<file path="src/rtl/mem_access_unit_pkg.sv">
// Shared types and constants for the MEM-stage access unit.
// FSM states, funct3 load/store codes, decode bit defaults.
package mem_access_unit_pkg;

  typedef enum logic [1:0] {
    ST_IDLE,
    ST_WAIT,
    ST_DONE,
    ST_DRAIN
  } mau_state_e;

  localparam logic [2:0] F3_B  = 3'b000;
  localparam logic [2:0] F3_H  = 3'b001;
  localparam logic [2:0] F3_W  = 3'b010;
  localparam logic [2:0] F3_D  = 3'b011;
  localparam logic [2:0] F3_BU = 3'b100;
  localparam logic [2:0] F3_HU = 3'b101;
  localparam logic [2:0] F3_WU = 3'b110;

  localparam int DEC_RE_BIT_DEF = 3;
  localparam int DEC_WE_BIT_DEF = 2;

  // funct3[1:0] is the log2 access size for loads and stores.
  function automatic logic misaligned(
    input logic [2:0] f3,
    input logic [2:0] off
  );
    logic m;
    m = 1'b0;
    unique case (f3[1:0])
      2'b01:   m = off[0];
      2'b10:   m = |off[1:0];
      2'b11:   m = |off;
      default: m = 1'b0;
    endcase
    return m;
  endfunction

endpackage

</file>
<file path="src/rtl/mem_access_unit_if.sv">
// Data-memory request/response bus.
// master = MEM stage, slave = memory.
interface mem_access_unit_if;
  logic        req_valid;
  logic        req_ready;
  logic        we;
  logic [63:0] addr;
  logic [63:0] wdata;
  logic [7:0]  wmask;
  logic        rsp_valid;
  logic [63:0] rsp_data;

  modport master (
    output req_valid, we, addr, wdata, wmask,
    input  req_ready, rsp_valid, rsp_data
  );

  modport slave (
    input  req_valid, we, addr, wdata, wmask,
    output req_ready, rsp_valid, rsp_data
  );
endinterface

</file>
<file path="src/rtl/mem_access_unit_load_align.sv">
// Load return alignment: shift doubleword by byte offset, extend.
// ld_buf/offset/funct3 in, data out (0 for unused funct3).
module mem_load_align
  import mem_access_unit_pkg::*;
(
  input  logic [63:0] ld_buf,
  input  logic [2:0]  offset,
  input  logic [2:0]  funct3,
  output logic [63:0] data
);

  logic [63:0] d;

  assign d = ld_buf >> {offset, 3'b000};

  always_comb begin
    data = '0;
    unique case (funct3)
      F3_B:    data = {{56{d[7]}}, d[7:0]};
      F3_H:    data = {{48{d[15]}}, d[15:0]};
      F3_W:    data = {{32{d[31]}}, d[31:0]};
      F3_D:    data = d;
      F3_BU:   data = {56'b0, d[7:0]};
      F3_HU:   data = {48'b0, d[15:0]};
      F3_WU:   data = {32'b0, d[31:0]};
      default: data = '0;
    endcase
  end

endmodule

</file>
<file path="src/rtl/mem_access_unit.sv">
// MEM-stage data-memory access unit: EX/MEM fields -> dmem bus.
// Ports: EX/MEM fields, flush, dmem master, stall/misalign/wb.
module mem_access_unit
  import mem_access_unit_pkg::*;
#(
  parameter int DEC_RE_BIT = DEC_RE_BIT_DEF,
  parameter int DEC_WE_BIT = DEC_WE_BIT_DEF
) (
  input  logic        clk,
  input  logic        rst,
  input  logic        mem_valid_i,
  input  logic [31:0] mem_ins_i,
  input  logic [21:0] mem_decode_i,
  input  logic [63:0] mem_alu_i,
  input  logic [63:0] mem_rs2_i,
  input  logic [7:0]  mem_mask_i,
  input  logic        flush,
  mem_access_unit_if.master dmem,
  output logic        mem_stall,
  output logic        misalign_o,
  output logic        wb_valid_o,
  output logic [63:0] wb_load_o
);

  mau_state_e  state;
  mau_state_e  state_nx;
  logic [63:0] ld_buf;
  logic [63:0] ld_data;
  logic [2:0]  f3;
  logic [2:0]  off;
  logic        is_ld;
  logic        is_st;
  logic        is_mem;
  logic        mis;
  logic        op_pending;
  logic        req;
  logic        cap;
  logic        unused_ok;

  assign f3     = mem_ins_i[14:12];
  assign off    = mem_alu_i[2:0];
  assign is_ld  = mem_decode_i[DEC_RE_BIT];
  assign is_st  = mem_decode_i[DEC_WE_BIT];
  assign is_mem = is_ld | is_st;
  assign mis    = mem_valid_i & is_mem
                & misaligned(f3, off);

  assign op_pending = mem_valid_i & is_mem
                    & ~mis & ~flush;

  assign unused_ok = ^{mem_ins_i, mem_decode_i};

  always_ff @(posedge clk or negedge rst) begin
    if (!rst) begin
      state  <= ST_IDLE;
      ld_buf <= '0;
    end else begin
      state <= state_nx;
      if (cap) ld_buf <= dmem.rsp_data;
    end
  end

  always_comb begin
    state_nx = state;
    req      = 1'b0;
    cap      = 1'b0;
    unique case (state)
      ST_IDLE: begin
        req = op_pending;
        if (req && dmem.req_ready)
          state_nx = ST_WAIT;
      end
      ST_WAIT: begin
        // A flushed op's response is dropped; if it
        // has not arrived yet, wait it out in DRAIN.
        if (flush) begin
          state_nx = dmem.rsp_valid ? ST_IDLE
                                    : ST_DRAIN;
        end else if (dmem.rsp_valid) begin
          state_nx = ST_DONE;
          cap      = 1'b1;
        end
      end
      ST_DONE: state_nx = ST_IDLE;
      ST_DRAIN: begin
        if (dmem.rsp_valid) state_nx = ST_IDLE;
      end
      default: state_nx = ST_IDLE;
    endcase
  end

  mem_load_align u_align (
    .ld_buf (ld_buf),
    .offset (off),
    .funct3 (f3),
    .data   (ld_data)
  );

  // Control outputs are forced low while rst is held so
  // the bus goes quiet without waiting for a clock.
  assign dmem.req_valid = rst & req;
  assign dmem.we    = rst & is_st;
  assign dmem.addr  = rst ? {mem_alu_i[63:3], 3'b000}
                          : '0;
  assign dmem.wdata = rst ? mem_rs2_i << {off, 3'b000}
                          : '0;
  assign dmem.wmask = rst ? mem_mask_i << off : '0;

  // A new op arriving in DRAIN is already covered here.
  assign mem_stall  = rst & op_pending
                    & (state != ST_DONE);
  assign misalign_o = rst & mis;
  assign wb_valid_o = rst & ((state == ST_DONE)
                    | (mem_valid_i & ~is_mem & ~flush));
  assign wb_load_o  = (rst && state == ST_DONE
                    && is_ld && !is_st) ? ld_data : '0;

endmodule
</file>
<file path="src/flat_wrapper.sv">
// flat-port wrapper written by rule: the top's interface ports become plain ports
module mem_access_unit_flat import mem_access_unit_pkg::*;
#(
  parameter int DEC_RE_BIT = DEC_RE_BIT_DEF,
  parameter int DEC_WE_BIT = DEC_WE_BIT_DEF
)
  (clk, rst, mem_valid_i, mem_ins_i, mem_decode_i, mem_alu_i, mem_rs2_i, mem_mask_i, flush, mem_stall, misalign_o, wb_valid_o, wb_load_o, dmem_req_valid, dmem_we, dmem_addr, dmem_wdata, dmem_wmask, dmem_req_ready, dmem_rsp_valid, dmem_rsp_data);
  mem_access_unit_if dmem_i ();
  input  logic clk;
  input  logic rst;
  input  logic mem_valid_i;
  input  logic [31:0] mem_ins_i;
  input  logic [21:0] mem_decode_i;
  input  logic [63:0] mem_alu_i;
  input  logic [63:0] mem_rs2_i;
  input  logic [7:0] mem_mask_i;
  input  logic flush;
  output logic mem_stall;
  output logic misalign_o;
  output logic wb_valid_o;
  output logic [63:0] wb_load_o;
  output wire logic [$bits(dmem_i.req_valid)-1:0] dmem_req_valid;
  output wire logic [$bits(dmem_i.we)-1:0] dmem_we;
  output wire logic [$bits(dmem_i.addr)-1:0] dmem_addr;
  output wire logic [$bits(dmem_i.wdata)-1:0] dmem_wdata;
  output wire logic [$bits(dmem_i.wmask)-1:0] dmem_wmask;
  input wire logic [$bits(dmem_i.req_ready)-1:0] dmem_req_ready;
  input wire logic [$bits(dmem_i.rsp_valid)-1:0] dmem_rsp_valid;
  input wire logic [$bits(dmem_i.rsp_data)-1:0] dmem_rsp_data;
  assign dmem_req_valid = dmem_i.req_valid;
  assign dmem_we = dmem_i.we;
  assign dmem_addr = dmem_i.addr;
  assign dmem_wdata = dmem_i.wdata;
  assign dmem_wmask = dmem_i.wmask;
  assign dmem_i.req_ready = dmem_req_ready;
  assign dmem_i.rsp_valid = dmem_rsp_valid;
  assign dmem_i.rsp_data = dmem_rsp_data;
  mem_access_unit #(.DEC_RE_BIT(DEC_RE_BIT), .DEC_WE_BIT(DEC_WE_BIT)) u_core (.clk(clk), .rst(rst), .mem_valid_i(mem_valid_i), .mem_ins_i(mem_ins_i), .mem_decode_i(mem_decode_i), .mem_alu_i(mem_alu_i), .mem_rs2_i(mem_rs2_i), .mem_mask_i(mem_mask_i), .flush(flush), .dmem(dmem_i), .mem_stall(mem_stall), .misalign_o(misalign_o), .wb_valid_o(wb_valid_o), .wb_load_o(wb_load_o));
endmodule
</file>
<file path="config.mk">
export PLATFORM = sky130hd
export DESIGN_NAME = mem_access_unit_flat
export DESIGN_NICKNAME = d
export VERILOG_FILES = /design/src/rtl/mem_access_unit_pkg.sv /design/src/rtl/mem_access_unit_if.sv /design/src/rtl/mem_access_unit_load_align.sv /design/src/rtl/mem_access_unit.sv /design/src/flat_wrapper.sv
export SDC_FILE = /design/constraint.sdc
export NUM_CORES = 1
export LEC_CHECK = 0
export ABC_AREA = 1
export CELL_PAD_IN_SITES_DETAIL_PLACEMENT = 0
export CELL_PAD_IN_SITES_GLOBAL_PLACEMENT = 1
export CORE_AREA = 2 2 178 180
export CTS_BUF_LIST = sky130_fd_sc_hd__clkbuf_4 sky130_fd_sc_hd__clkbuf_8 sky130_fd_sc_hd__clkbuf_16
export DETAILED_ROUTE_END_ITERATION = 8
export DIE_AREA = 0 0 180 182
export HOLD_SLACK_MARGIN = 0.05
export PLACE_DENSITY_LB_ADDON = 0.1
export SETUP_SLACK_MARGIN = 0.4
export SLEW_MARGIN = 20
export SYNTH_ARGS = -nofsm -noshare
export SYNTH_HDL_FRONTEND = slang
export SYNTH_SLANG_ARGS = --single-unit
</file>
<file path="constraint.sdc">
create_clock -name clk -period 3.2 [get_ports clk]
set_input_delay 0.64 -clock clk [delete_from_list [all_inputs] [get_ports clk]]
set_output_delay 0.64 -clock clk [all_outputs]
set_load 0.05 [all_outputs]
</file>
### Word-level counts from Yosys, hierarchy flattened

Cells that the tools add are included.

* bits in registers: 66
* input bits: 260
* output and inout bits: 205

* equality and inequality tests: 16
* shift-type cells: 3
* multiplexer cells: 16
* bitwise logic cells: 17
* reduce and logical (&&, ||, !) cells: 10

Operators with widths (count)
* $pmux W64 S7: 1
* $mux W64: 3
* $shl A64 B6 Y64: 1
* $shr A64 B6 Y64: 1
* $and A1 B1 Y1: 12
* $mux W2: 5
* $eq A3 B3 Y1 const B: 3
* $eq A2 B2 Y1 const B: 4
* $mux W8: 1
* $pmux W2 S4: 1
* $shl A8 B3 Y8: 1
* $eq A3 B2 Y1 const B: 2
* $eq A2 B1 Y1 const B: 2
* $logic_and A1 B1 Y1: 4
* $mux W1: 4
* $ne A2 B2 Y1 const B: 2
* $eq A3 B1 Y1 const B: 1
* $logic_not A3 Y1: 1
* $ne A3 B3 Y1 const B: 1
* $not A1 Y1: 3
* $pmux W1 S3: 1
* $reduce_and A3 Y1: 1
* $reduce_or A3 Y1: 1
* $logic_not A2 Y1: 1
* 4 further kinds: 5

### Logic depth before layout (Yosys ltp)

* depth after elaboration: 9
* mapped depth: 13
* mapped depth without buffers: 11

### Modules after synthesis

Synthesis repeated with hierarchy kept, for this count alone.

* cells, all modules: 1349
* area total of the unflattened synthesis: 8256.7 um2

Modules (own cells, without submodules)
* mem_access_unit: instances 1, cells an instance 842, area each 5821.8 um2, seq. area each 1651.6 um2
* mem_load_align: instances 1, cells an instance 507, area each 2434.8 um2, seq. area each 0.0 um2

### Worst setup path after synthesis

No wires, ideal clock.

* path type: in2out
* start: in mem_alu_i[1]
* end: out dmem_wdata[42]
* arrival: 2.563 ns
* data required time: 2.560 ns
* setup slack: -0.003 ns
* stages on the path: 7
* buffers on the path: 4
* cells stage by stage: buf_4 > inv_4 > buf_4 > buf_2 > buf_4 > nand2_1 > o21ai_0

* longest elaborated chain between the ends: 2

RTL lines
* start, declared: RTL line flat_wrapper.sv:14 `input logic [63:0] mem_alu_i;`
* $shl A64 B6 Y64: RTL line mem_access_unit.sv:105 `assign dmem.wdata = rst ? mem_rs2_i << {off, 3'b000}`
* $mux W64: RTL line mem_access_unit.sv:105
* end, declared: RTL line flat_wrapper.sv:25 `output wire logic [$bits(dmem_i.wdata)-1:0] dmem_wdata;`

Every way passes these cells.

### Final worst setup path

* start: in mem_alu_i[0]
* end: out wb_load_o[37]

* longest elaborated chain between the ends: 3

RTL lines
* $shr A64 B6 Y64: RTL line mem_access_unit_load_align.sv:14 `assign d = ld_buf >> {offset, 3'b000};`
* $pmux W64 S7: RTL line mem_access_unit_load_align.sv:18 `unique case (funct3)`
* $mux W64: RTL line mem_access_unit.sv:116 `&& is_ld && !is_st) ? ld_data : '0;`
* end, declared: RTL line flat_wrapper.sv:21 `output logic [63:0] wb_load_o;`

Every way passes these cells.

==> impl_metrics.json <==
{
  "outcome": "complete, no violations",
  "chipHeight_um": 182,
  "cts-root-buf": "clkbuf_16",
  "synth-edff-count": 0,
  "grt_use_met3": 0.05856,
  "cts.sinks": 66,
  "synth_fa_ha_area_frac": 0,
  "synth-seq-cells": 66,
  "areaGrowthSynthToFinish_pct": 102.7,
  "cp-end-kind": "primary output",
  "synthCells": 1275,
  "r2r_start": "u_core.state[1]",
  "die_w_um": 180,
  "setup_viol": 0,
  "met1_usage": 0.2998,
  "final_hold_viol_count": 0,
  "ir_drop_uv": 353.9,
  "final_cell_mix": "nand2_1, clkdlybuf4s50_1, buf_12, inv_1, nor2_1",
  "yosysUniqueCellTypes": 38,
  "clkLatencyLatePin_ps": 330,
  "start_kind": "input pin",
  "p_sw_frac": 0.4405,
  "routedWlPerCell_um": 19.55,
  "clk_pin_slew_ps": 60,
  "finalNetCount": 1936,
  "p_leak_nw": 7.007,
  "num_vias": 9947,
  "yosys_warnings": 0,
  "cp_data_arrival_time_ps": 2130,
  "synth_flop_cell": "dfrtp_1",
  "yosys-mux-area-fraction": 0.09296,
  "cellPowerDensity_nw_per_um2": 396.5,
  "hold_class": "input pin to asynchronous set/reset pin",
  "yosys.area.top_type": "nand2_1",
  "internal_power_mw": 3.366,
  "dp_hpwl_um": 32170,
  "crit_path_max_fanout": 12,
  "cts_tree": "built",
  "path_class": "input pin to primary output",
  "avgViaCountPerCell": 4.755,
  "start_util": 0.2415,
  "std_cell_rows": 65,
  "place_inst": 2041,
  "antenna_found_initial": 10,
  "synth_top_family_by_area": "simple AND/OR/NAND/NOR gates",
  "synthSimpleGateAreaFrac": 0.3852,
  "synth_xor_area_frac": 0,
  "fin_hold_ws_ps": 321.1,
  "async_reset_ff_frac": 1.000,
  "pin_count": 465,
  "wirelength_um": 40900,
  "final_cell_count_no_fill": 2092,
  "setup-tns-final_ps": 0,
  "critPathLaunch": "mem_alu_i[0]",
  "power_frac_seq": 0.271,
  "yosysTopAreaCellShare": 0.2262,
  "grt_pass1_vias": 9622,
  "layout_commonest_cell": "nand2_1",
  "final.period_utilization": 0.8668,
  "synth-seq-area-share": 0.2207,
  "clkPwrFrac": 0.181,
  "comb_power_share": 0.548,
  "finalWeightedCongestion": 0.8896,
  "maxSlewHeadroom": 0.5658,
  "overflow": 0,
  "cts.path.max_buffers": 2,
  "io_buffers": 412,
  "ant_nets": 0,
  "top_usage_layer": "met2",
  "drtIter0Drc": 692,
  "first_pass_iters": 5,
  "ys_top_cells_by_area": "nand2_1, dfrtp_1, nor2_1",
  "final_max_slew_viol_count": 0,
  "skew_ps": 10.29,
  "mappedNetlistArea_um2": 7483,
  "syn_area_per_cell_um2": 5.869,
  "grt_pass1_wl_um": 59650,
  "period_minus_slack_ps": 2774,
  "required_ps": 2560,
  "coreArea_um2": 30990,
  "maxCapViolCount": 0,
  "grt_usage": 0.2373,
  "rsz0062_at_grt": "yes",
  "drive_above_1_share": 0.2891,
  "tightest_slew_ps": 651.3,
  "met2_usage": 0.3887,
  "grt_max_degree": 88,
  "p_sw_mw": 2.650,
  "drc": 0,
  "synth_compound_area_frac": 0.1622,
  "fp.dieArea_um2": 32760,
  "cts_buffers": 9,
  "fmax_mhz": 360.5,
  "cts_htree_levels": 3
}
==> power groups by stage <==
stage	Combinational (mW)	Clock, mW	Sequential [mW]
CTS	3.17	1.10	1.61
floorplan	1.87	0	1.45
global route	3.56	1.14	1.67
global placement	3.04	0	1.62
finish	3.30	1.09	1.63
detailed placement	3.07	0	1.63
==> worst max-delay path, cell delays in order <==
cell and delay (ps):
buf_16 140, buf_4 170, o21ai_0 350, o21ai_0 260
nor2_1 210, nor2_2 70, nor2_2 130, buf_12 150
==> through the flow <==
stage / area [µm²] / setup slack, ps / utilization / power [mW]
5_1_grt: 15160 / 387.3 / 0.4894 / 6.377
6_report: 15170 / 426.3 / 0.4896 / 6.016
2_1_floorplan: 7786 / 289.5 / - / 3.323
3_3_place_gp: 14030 / 7.838 / 0.4527 / 4.661
3_5_place_dp: 14030 / 9.809 / 0.4527 / 4.697
4_1_cts: 14720 / 367.9 / 0.4749 / 5.885
==> final timing paths <==
| path | to | slack, ps | cells past startpoint |
|---|---|---|---|
| setup reg to reg | u_core.ld_buf[62] | 1650 | 5 |
| setup / recovery | wb_load_o[37] | 430 | 8 |
| max in group asynchronous | u_core.ld_buf[59] | 2070 | 3 |
| hold / removal | u_core.ld_buf[12] | 320 | 2 |
| min in group clk | u_core.ld_buf[6] | 510 | 1 |
| hold reg to reg | u_core.ld_buf[6] | 510 | 1 |
==> registers in the layout, summed over array words and instances (netlist names) <==
signal / flops
u_core.state: 2
u_core.ld_buf: 64
==> cells in the mapped netlist (5+ instances only) <==
cell,instances
a21oi_1,63
a22oi_1,9
buf_1,8
buf_2,24
buf_4,14
buf_6,11
clkbuf_1,40
dfrtp_1,66
inv_1,126
mux2_2,44
mux2i_1,20
nand2_1,451
nand3_1,60
nand3_2,5
nand4_1,5
nor2_1,150
nor2_2,10
nor3_1,5
o211ai_1,16
o21ai_0,58
o21ai_1,18
o22ai_1,35
o31ai_1,6
or2_2,5
==> cells by family (layout without fill, tap and decap cells) <==
| group | after synthesis | after routing |
|---|---|---|
| AND/OR/NAND/NOR | 703 | 704 |
| buffers and inverters | 227 | 630 |
| AO/OA/AOI/OAI | 214 | 214 |
| flip-flops | 66 | 66 |
| multiplexers | 64 | 64 |
| other | 1 | 12 |
==> timing repair <==
| item | CTS | global route |
|---|---|---|
| gates resized for setup | 81 | 64 |
| setup endpoints to repair | 86 | 66 |
| hold endpoints to repair | 0 | 0 |
| pin swaps | 4 | 16 |
| gates cloned | 1 | 5 |
| buffers inserted | 9 | 11 |
| hold buffers | 0 | 0 |
==> area by class of cell <==
class / instances / area [µm²]
inverter: 129 / 505.5
clock inverter: 7 / 98.84
antenna: 9 / 22.52
tap: 402 / 503.0
timing repair buffer: 485 / 6641
sequential: 66 / 1652
multi-input combinational: 985 / 5523
clock buffer: 9 / 225.2
fill: 3126 / 15820
==> routing by layer <==
| metal | vias up | routed length [µm] |
|---|---|---|
| li1 | 4888 | - |
| met1 | 4588 | 17030 |
| met2 | 408 | 18980 |
| met5 | - | 13 |
| met4 | 2 | 1381 |
| met3 | 61 | 3507 |
Power figures use the tool's default switching activity.
